--- src/rtl/uart_tx_fifo.sv ---
// -----------------------------------------------------------------------------
// uart_tx_fifo -- UART transmitter with a transmit FIFO in front of it.
//
// Bytes written with wr_en are queued in a FIFO_DEPTH-entry FIFO. A framing FSM
// pops one byte at a time and serialises it as start / data / [parity] / stop,
// using a copy of uart_config latched when the frame begins. A line break can
// be requested with break_req; it is only started between frames.
//
// Parameters
//   CLK_FREQ    system clock frequency in Hz (bit period = CLK_FREQ / baud)
//   FIFO_DEPTH  FIFO entries, power of two, >= 2
//
// Ports
//   clk          system clock
//   rst_n        synchronous active-low reset
//   wr_en        write strobe (dropped and flagged via overflow when full)
//   wr_data      byte to enqueue
//   uart_config  baud_rate / stop_bits / data_bits / parity / bit_order
//   break_req    request a line break (tx held low while high)
//   cts_n        clear-to-send, active low (only with UART_TX_CTS_EN)
//   tx           serial output, idle high
//   busy         framing FSM is not idle
//   full, empty  FIFO status
//   level        FIFO occupancy
//   overflow     one-cycle pulse after a write was attempted while full
//
// Build option
//   UART_TX_CTS_EN  adds the cts_n port; new frames start only while cts_n==0.
// -----------------------------------------------------------------------------

package uart_tx_pkg;
    // baud_rate codes; any other code runs at 9600
    localparam logic [2:0] BAUD_9600   = 3'd0;
    localparam logic [2:0] BAUD_19200  = 3'd1;
    localparam logic [2:0] BAUD_38400  = 3'd2;
    localparam logic [2:0] BAUD_57600  = 3'd3;
    localparam logic [2:0] BAUD_115200 = 3'd4;
    // stop_bits codes; code 3 behaves as one stop bit
    localparam logic [1:0] STOP_1      = 2'd0;
    localparam logic [1:0] STOP_1_5    = 2'd1;
    localparam logic [1:0] STOP_2      = 2'd2;
    // data_bits codes: number of bits sent is code + 5
    localparam logic [1:0] DATA_5      = 2'd0;
    localparam logic [1:0] DATA_6      = 2'd1;
    localparam logic [1:0] DATA_7      = 2'd2;
    localparam logic [1:0] DATA_8      = 2'd3;
    // parity codes; code 3 sends no parity bit
    localparam logic [1:0] PARITY_NONE = 2'd0;
    localparam logic [1:0] PARITY_EVEN = 2'd1;
    localparam logic [1:0] PARITY_ODD  = 2'd2;
    // bit_order codes
    localparam logic       LSB_FIRST   = 1'b0;
    localparam logic       MSB_FIRST   = 1'b1;

    typedef struct packed {
        logic [2:0] baud_rate;
        logic [1:0] stop_bits;
        logic [1:0] data_bits;
        logic [1:0] parity;
        logic       bit_order;
    } uart_config_t;
endpackage

module uart_tx_fifo
    import uart_tx_pkg::*;
#(
    parameter int CLK_FREQ   = 1843200,
    parameter int FIFO_DEPTH = 16
) (
    input  logic                          clk,
    input  logic                          rst_n,
    input  logic                          wr_en,
    input  logic [7:0]                    wr_data,
    input  uart_config_t                  uart_config,
    input  logic                          break_req,
`ifdef UART_TX_CTS_EN
    input  logic                          cts_n,
`endif
    output logic                          tx,
    output logic                          busy,
    output logic                          full,
    output logic                          empty,
    output logic [$clog2(FIFO_DEPTH):0]   level,
    output logic                          overflow
);

    localparam int AW       = $clog2(FIFO_DEPTH);
    localparam int LW       = AW + 1;
    localparam int P_9600   = CLK_FREQ / 9600;
    localparam int P_19200  = CLK_FREQ / 19200;
    localparam int P_38400  = CLK_FREQ / 38400;
    localparam int P_57600  = CLK_FREQ / 57600;
    localparam int P_115200 = CLK_FREQ / 115200;
    // The longest interval ever counted is two stop bits at 9600 baud.
    localparam int CNT_W    = $clog2(2 * P_9600 + 1);

    typedef enum logic [2:0] {
        IDLE,
        START,
        DATA,
        PARITY,
        STOP,
        BREAK
    } state_t;

    // ---------------------------------------------------------------- FIFO --
    logic [7:0]    fifo_mem [FIFO_DEPTH];
    logic [AW-1:0] wr_ptr_q, wr_ptr_d;
    logic [AW-1:0] rd_ptr_q, rd_ptr_d;
    logic [LW-1:0] level_q, level_d;
    logic          overflow_q, overflow_d;
    logic          full_c, empty_c, push, pop;
    logic [7:0]    head_c;

    assign full_c  = (level_q == LW'(FIFO_DEPTH));
    assign empty_c = (level_q == '0);
    // A write while full is lost even if the FSM pops in the same cycle.
    assign push    = wr_en && !full_c;
    assign head_c  = fifo_mem[rd_ptr_q];

    always_comb begin
        wr_ptr_d   = push ? wr_ptr_q + AW'(1) : wr_ptr_q;
        rd_ptr_d   = pop  ? rd_ptr_q + AW'(1) : rd_ptr_q;
        level_d    = level_q + LW'(push) - LW'(pop);
        overflow_d = wr_en && full_c;
    end

    always_ff @(posedge clk) begin
        if (push) begin
            fifo_mem[wr_ptr_q] <= wr_data;
        end
    end

    // ----------------------------------------------------------- framing --
    state_t        state_q, state_d;
    logic          tx_q, tx_d;
    logic [CNT_W-1:0] cnt_q, cnt_d;
    logic [2:0]    bit_idx_q, bit_idx_d;
    logic [7:0]    data_q, data_d;
    uart_config_t  cfg_q, cfg_d;

    logic             cts_ok;
    logic [CNT_W-1:0] period_c, stop_len_c;
    logic             bit_end, stop_end;
    logic [2:0]       last_idx_c;
    logic [7:0]       data_mask_c;
    logic             parity_en_c, parity_bit_c;

`ifdef UART_TX_CTS_EN
    assign cts_ok = ~cts_n;
`else
    assign cts_ok = 1'b1;
`endif

    // Bit timing always follows the configuration latched for this frame.
    always_comb begin
        case (cfg_q.baud_rate)
            BAUD_19200:  period_c = CNT_W'(P_19200);
            BAUD_38400:  period_c = CNT_W'(P_38400);
            BAUD_57600:  period_c = CNT_W'(P_57600);
            BAUD_115200: period_c = CNT_W'(P_115200);
            default:     period_c = CNT_W'(P_9600);
        endcase
        case (cfg_q.stop_bits)
            // 3*period/2 truncated equals period + floor(period/2)
            STOP_1_5: stop_len_c = period_c + (period_c >> 1);
            STOP_2:   stop_len_c = period_c << 1;
            default:  stop_len_c = period_c;
        endcase
    end

    assign bit_end      = (cnt_q == period_c - CNT_W'(1));
    assign stop_end     = (cnt_q == stop_len_c - CNT_W'(1));
    assign last_idx_c   = 3'(cfg_q.data_bits) + 3'd4;
    // Only the bits actually transmitted contribute to parity.
    assign data_mask_c  = 8'hFF >> (2'd3 - cfg_q.data_bits);
    assign parity_en_c  = (cfg_q.parity == PARITY_EVEN) || (cfg_q.parity == PARITY_ODD);
    assign parity_bit_c = (^(data_q & data_mask_c)) ^ (cfg_q.parity == PARITY_ODD);

    // idx counts transmitted bits; MSB-first walks down from the top data bit.
    function automatic logic pick_bit(input logic [7:0] d, input logic msb_first,
                                      input logic [2:0] last, input logic [2:0] idx);
        return msb_first ? d[last - idx] : d[idx];
    endfunction

    always_comb begin
        state_d   = state_q;
        tx_d      = tx_q;
        cnt_d     = cnt_q + CNT_W'(1);
        bit_idx_d = bit_idx_q;
        data_d    = data_q;
        cfg_d     = cfg_q;
        pop       = 1'b0;
        case (state_q)
            IDLE: begin
                cnt_d = '0;
                tx_d  = 1'b1;
                if (break_req) begin
                    state_d = BREAK;
                    tx_d    = 1'b0;
                    cfg_d   = uart_config;
                end else if (!empty_c && cts_ok) begin
                    pop     = 1'b1;
                    data_d  = head_c;
                    cfg_d   = uart_config;
                    state_d = START;
                    tx_d    = 1'b0;
                end
            end
            START: begin
                if (bit_end) begin
                    cnt_d     = '0;
                    bit_idx_d = '0;
                    state_d   = DATA;
                    tx_d      = pick_bit(data_q, cfg_q.bit_order, last_idx_c, 3'd0);
                end
            end
            DATA: begin
                if (bit_end) begin
                    cnt_d = '0;
                    if (bit_idx_q == last_idx_c) begin
                        if (parity_en_c) begin
                            state_d = PARITY;
                            tx_d    = parity_bit_c;
                        end else begin
                            state_d = STOP;
                            tx_d    = 1'b1;
                        end
                    end else begin
                        bit_idx_d = bit_idx_q + 3'd1;
                        tx_d      = pick_bit(data_q, cfg_q.bit_order, last_idx_c,
                                             bit_idx_q + 3'd1);
                    end
                end
            end
            PARITY: begin
                if (bit_end) begin
                    cnt_d   = '0;
                    state_d = STOP;
                    tx_d    = 1'b1;
                end
            end
            STOP: begin
                if (stop_end) begin
                    cnt_d = '0;
                    // Chain straight into the next frame when one is waiting;
                    // a pending break waits for IDLE.
                    if (!empty_c && !break_req && cts_ok) begin
                        pop     = 1'b1;
                        data_d  = head_c;
                        cfg_d   = uart_config;
                        state_d = START;
                        tx_d    = 1'b0;
                    end else begin
                        state_d = IDLE;
                        tx_d    = 1'b1;
                    end
                end
            end
            BREAK: begin
                // tx_q doubles as the phase flag: low = holding the break,
                // high = one bit period of mark before returning to IDLE.
                if (break_req) begin
                    tx_d  = 1'b0;
                    cnt_d = '0;
                end else if (!tx_q) begin
                    tx_d  = 1'b1;
                    cnt_d = '0;
                end else if (bit_end) begin
                    cnt_d   = '0;
                    state_d = IDLE;
                end
            end
            default: begin
                state_d = IDLE;
                tx_d    = 1'b1;
                cnt_d   = '0;
            end
        endcase
    end

    always_ff @(posedge clk) begin
        if (!rst_n) begin
            state_q    <= IDLE;
            tx_q       <= 1'b1;
            cnt_q      <= '0;
            bit_idx_q  <= '0;
            data_q     <= '0;
            cfg_q      <= '0;
            wr_ptr_q   <= '0;
            rd_ptr_q   <= '0;
            level_q    <= '0;
            overflow_q <= 1'b0;
        end else begin
            state_q    <= state_d;
            tx_q       <= tx_d;
            cnt_q      <= cnt_d;
            bit_idx_q  <= bit_idx_d;
            data_q     <= data_d;
            cfg_q      <= cfg_d;
            wr_ptr_q   <= wr_ptr_d;
            rd_ptr_q   <= rd_ptr_d;
            level_q    <= level_d;
            overflow_q <= overflow_d;
        end
    end

    assign tx       = tx_q;
    assign busy     = (state_q != IDLE);
    assign full     = full_c;
    assign empty    = empty_c;
    assign level    = level_q;
    assign overflow = overflow_q;

endmodule
--- config.mk ---
export PLATFORM = sky130hd
export DESIGN_NAME = uart_tx_fifo
export DESIGN_NICKNAME = d
export VERILOG_FILES = /design/src/rtl/uart_tx_fifo.sv
export SDC_FILE = /design/constraint.sdc
export NUM_CORES = 1
export LEC_CHECK = 0
export CAP_MARGIN = 20
export CORE_MARGIN = 5
export CORE_UTILIZATION = 45
export CTS_CLUSTER_DIAMETER = 50
export DETAILED_ROUTE_END_ITERATION = 10
export GPL_TIMING_DRIVEN = 0
export PLACE_DENSITY = 0.63
export SLEW_MARGIN = 10
export SYNTH_ARGS = -nofsm -noshare
export SYNTH_HDL_FRONTEND = slang
export SYNTH_SLANG_ARGS = --single-unit
--- constraint.sdc ---
create_clock -name clk -period 9.4 [get_ports clk]
set_input_delay 1.88 -clock clk [delete_from_list [all_inputs] [get_ports clk]]
set_output_delay 1.88 -clock clk [all_outputs]
set_load 0.02 [all_outputs]
==> run summary <==
The count of flip-flops with a built-in enable after synthesis came out at 128. TritonCTS built the clock tree. The xor and xnor fraction of the mapped netlist area came out at 3.98%.

Internal power comes to 1740 uW. From left edge to right edge, the die measures 147 um. Once the floorplan was initialized, standard cells occupied 45.4% of the core. The netlist area before placement came out at 8440 um^2. The insertion delay to the later sink of the worst-skew pair is 0.43 ns. The max-slew violation total from the final report came to 0. The growth of design area from synthesis to finish is 14.0%. Summed over all layers, the routed wires come to 17300 um. The portion of synthesized area spent on multiplexers is 15.5%. The beginning of the worst register-to-register path is cfg_q[8]. The number of antenna violations at the first check in global routing is 0. Hold repair after CTS inserted 0 buffers. The number of cells on the worst reg-to-reg path is 23. The weighted congestion reported at the end of routability-driven placement is 0.850.

The worst-path maximum fanout came out at 10. The smallest clock period supported by the final layout is computed as 5.09 ns. The number of different library cells in the post-synthesis netlist is 66. The reported leakage power is 0.00327 uW. The H-tree was split into 4 levels. The vertical die dimension came out at 147 um. The startpoint of the lowest-slack hold path is cnt_q[0]. The flow ran to the end, and the final reports show no timing, DRC or antenna violations. The final critical-path share of the clock period came out at 54.2%. The total overflow left after global routing is 0. Once layout is complete, the cells apart from fillers number 903. The kind of capture point of the worst setup path is a register. The final core utilization is 51.8%. The via count of the first global-routing pass is 5082.

The number of maximum-capacitance constraint violations came out at 0. The data required time of the worst path came out at 9.76 ns. The share of power burned in registers is 37.4%. The transition at the pin with the smallest max-transition slack is 0.965 ns. The number of primary I/O pins came out at 32.

The final hold violation count is 0. The detailed placer's ending HPWL is 12200 um. The number of synthesis warnings is 0. After Yosys synthesis, full adders, half adders and majority gates account for 4.12% of the synthesized area. The count of fill cells added during filler insertion came out at 1559. Once detail routing completed, the nets flagged for antenna violations numbered 0. The number of input and output port buffers inserted came out at 31. The sum of negative setup slack is 0 ns. The simple logic cell fraction of the synthesized area is 9.52%. Counting along the longest clock path gives a buffer depth of 2. The dominant combinational cell family by area after synthesis is multiplexers.

Summing the sequential cell areas from Yosys gives 57.9% of the chip area. Setup slack on the worst reg-to-reg path comes out at 4.31 ns. Setup violations remaining at the end of the flow were counted as 0. The terminus of the critical flop-to-flop path is level[4]. The number of cells in the design after placement is 872. Global routing used 16.8% of the available tracks. The number of nets in the finished design is 705. The number of buffers inserted to repair setup after CTS came out at 0.

Counting every net in the synthesized netlist gives 651. The number of optimization iterations in the first detailed-route pass is 4. The mean area per synthesized cell is 14.0 um^2.

In the synthesized netlist the dominant register cell turns out to be sky130_fd_sc_hd__edfxtp_1. The die outline area came out at 21600 um^2. The share of total power dissipated in combinational logic is 36.4%. Setup repair after global routing left no endpoint under its margin.

The depth of the worst hold-timing path came out at 1. The core box area is 18600 um^2. IR analysis of the VDD net gives a maximum drop of 135 uV. The detailed-route wire length per cell is 19.1 um.

The power density relative to cell area came out at 270 nW/um^2. In this run switching power makes up 33.1% of total power. The number of vias per cell is 5.49. The remaining routing DRC violations is 0. The clock drives 180 sinks.

The detailed router's first-iteration violation count is 274. The critical path arrival is 5.46 ns. Buffers inserted during clock tree synthesis total 17. The end point of the most critical hold path is cnt_q[0]. The root buffer cell is sky130_fd_sc_hd__clkbuf_16. The routed layout has 4958 vias. The worst slew slack as a fraction of its limit came out at 34.8%. Clock-pin slew was measured on the worst setup and hold paths at 0.07 ns. The number of placement rows is 50.

The post-route netlist has 15.4% of its cells at a drive strength greater than 1. The worst-case hold slack came out at 0.461 ns. The first global-routing pass estimated 28000 um of wire. The number of gates given a new drive strength after cts came out at 0. The post-synthesis compound-gate area fraction is 5.86%.

The analysis attributes to net switching a power of 861 uW. Entering global routing, the biggest net connects 17 pins. The post-synthesis async set-or-reset flop share is 0%.

For the final database, setup skew stands at 0.0109 ns. In the synthesized netlist, the number of instances is 603. The synthesized design contains 180 register bits. The critical path launch point type is a register. The maximum operating frequency is 196 MHz. The category of the most critical setup path is register to register. Of the total power, the clock network draws 26.3%. The number of antenna repair diodes is 0. The path class of the tightest hold or removal check is register to register.
## through the flow
stage,power (uW),setup WS (ns),instance area [um^2]
5_1_grt,2750,4.04,9620
2_1_floorplan,1710,4.72,8440
3_3_place_gp,1910,4.41,9040
6_report,2600,4.31,9620
4_1_cts,2620,4.29,9620
3_5_place_dp,1940,4.33,9070
## cell usage after synthesis, drive strengths merged, types with 3 or more instances
| cell type | instances | area share [%] |
|---|---|---|
| nor4 | 3 | 0.30 |
| nand3 | 7 | 0.42 |
| o31ai | 4 | 0.42 |
| o21ai | 17 | 1.0 |
| nor2b | 6 | 0.45 |
| fa | 3 | 0.71 |
| mux4 | 45 | 12 |
| xnor2 | 23 | 2.6 |
| clkbuf | 21 | 0.93 |
| nand2 | 62 | 2.8 |
| xor2 | 11 | 1.1 |
| a21oi | 17 | 1.1 |
| nor3 | 17 | 1.0 |
| a31oi | 4 | 0.47 |
| inv | 25 | 1.1 |
| mux2i | 27 | 3.2 |
| ha | 23 | 3.4 |
| edfxtp | 128 | 46 |
| and3 | 7 | 0.52 |
| nor3b | 5 | 0.50 |
| o211ai | 5 | 0.61 |
| dfxtp | 52 | 12 |
| buf | 12 | 1.1 |
| nor2 | 33 | 1.5 |
| nand2b | 8 | 0.59 |
| and2 | 6 | 0.47 |
## how the worst max path moves through the flow
stage              from  endpoint  depth (start not counted)
2_1_floorplan  cfg_q[8]  level[4]                         23
6_report       cfg_q[8]  level[4]                         23
3_5_place_dp   cfg_q[8]  level[4]                         23
3_3_place_gp   cfg_q[8]  level[4]                         23
5_1_grt        cfg_q[8]  level[4]                         23
4_1_cts        cfg_q[8]  level[4]                         23
## layout make-up
class,instances,area [um^2],area share [%]
buffer,33,170,1.77
clock buffer,20,437,4.54
clock inverter,11,115,1.20
inverter,25,93.8,0.976
multi-input combinational,365,3290,34.2
sequential,180,4880,50.8
tap,234,293,3.04
timing repair buffer,35,338,3.51
## cells by family (layout without fill, tap and decap cells)
kind of cell,Yosys count,count (layout)
flops,180,180
simple gates,165,165
mux,74,74
compound gates,65,65
buf+inv,58,124
xor+xnor,35,35
fa+ha+maj,26,26
## per-layer routing
metal	up-vias	global-route usage, %	wire, um
li1	2358	-	-
met1	2466	21.4	7410
met5	-	0	0
met4	0	4.24	224
met2	117	28.9	8800
met3	17	4.41	824
## registers in the layout, indices dropped and copies added, names as in the netlist, named ones only
name,flops
tx,1
bit_idx_q,3
cfg_q,10
data_q,8
state_q,3
fifo_mem,128
cnt_q,9
overflow,1
level,5
rd_ptr_q,4
wr_ptr_q,4
## power groups by stage
stage | clock (uW) | combinational [uW] | sequential, uW
after floorplan | 0 | 723 | 983
after global placement | 0 | 925 | 983
after detailed placement | 0 | 952 | 988
after CTS | 695 | 957 | 970
after global routing | 734 | 1040 | 979
final | 682 | 945 | 970
## critical path: stages (launching register included)
cell and delay (ns):
sky130_fd_sc_hd__dfxtp_1 0.31, sky130_fd_sc_hd__buf_6 0.14, sky130_fd_sc_hd__xnor2_2 0.16, sky130_fd_sc_hd__or2_1 0.26
sky130_fd_sc_hd__inv_2 0.09, sky130_fd_sc_hd__ha_1 0.17, sky130_fd_sc_hd__inv_1 0.06, sky130_fd_sc_hd__fa_1 0.40
sky130_fd_sc_hd__or3b_1 0.36, sky130_fd_sc_hd__a32oi_1 0.24, sky130_fd_sc_hd__o31ai_2 0.17, sky130_fd_sc_hd__or2_1 0.27
sky130_fd_sc_hd__a211oi_2 0.31, sky130_fd_sc_hd__o211ai_4 0.19, sky130_fd_sc_hd__a21oi_4 0.26, sky130_fd_sc_hd__buf_12 0.17
sky130_fd_sc_hd__ha_1 0.13, sky130_fd_sc_hd__inv_1 0.04, sky130_fd_sc_hd__ha_1 0.19, sky130_fd_sc_hd__fa_1 0.40
sky130_fd_sc_hd__a21oi_1 0.17, sky130_fd_sc_hd__nor2_1 0.07, sky130_fd_sc_hd__or3_1 0.34, sky130_fd_sc_hd__a21oi_1 0.13
## layout by cell type, fill, tap and decap left out, types with 4 or more instances in the layout
cell type and count:
sky130_fd_sc_hd__buf_4 4, sky130_fd_sc_hd__dfxtp_1 52, sky130_fd_sc_hd__a21oi_1 16, sky130_fd_sc_hd__o21ai_0 17, sky130_fd_sc_hd__inv_6 6, sky130_fd_sc_hd__mux4_2 45
sky130_fd_sc_hd__buf_2 4, sky130_fd_sc_hd__nand2_1 62, sky130_fd_sc_hd__nor3_1 17, sky130_fd_sc_hd__nor2b_1 6, sky130_fd_sc_hd__xnor2_1 21, sky130_fd_sc_hd__o211ai_1 4
sky130_fd_sc_hd__nor3b_1 4, sky130_fd_sc_hd__ha_1 23, sky130_fd_sc_hd__edfxtp_1 128, sky130_fd_sc_hd__and3_1 7, sky130_fd_sc_hd__clkdlybuf4s50_1 31, sky130_fd_sc_hd__clkbuf_16 17
sky130_fd_sc_hd__xor2_1 11, sky130_fd_sc_hd__nand2b_1 8, sky130_fd_sc_hd__buf_1 4, sky130_fd_sc_hd__clkbuf_1 24, sky130_fd_sc_hd__and2_1 5, sky130_fd_sc_hd__nor2_1 33
sky130_fd_sc_hd__mux2i_1 27, sky130_fd_sc_hd__inv_1 24, sky130_fd_sc_hd__nand3_1 7
Note: power is estimated with default switching activity, not from simulation.
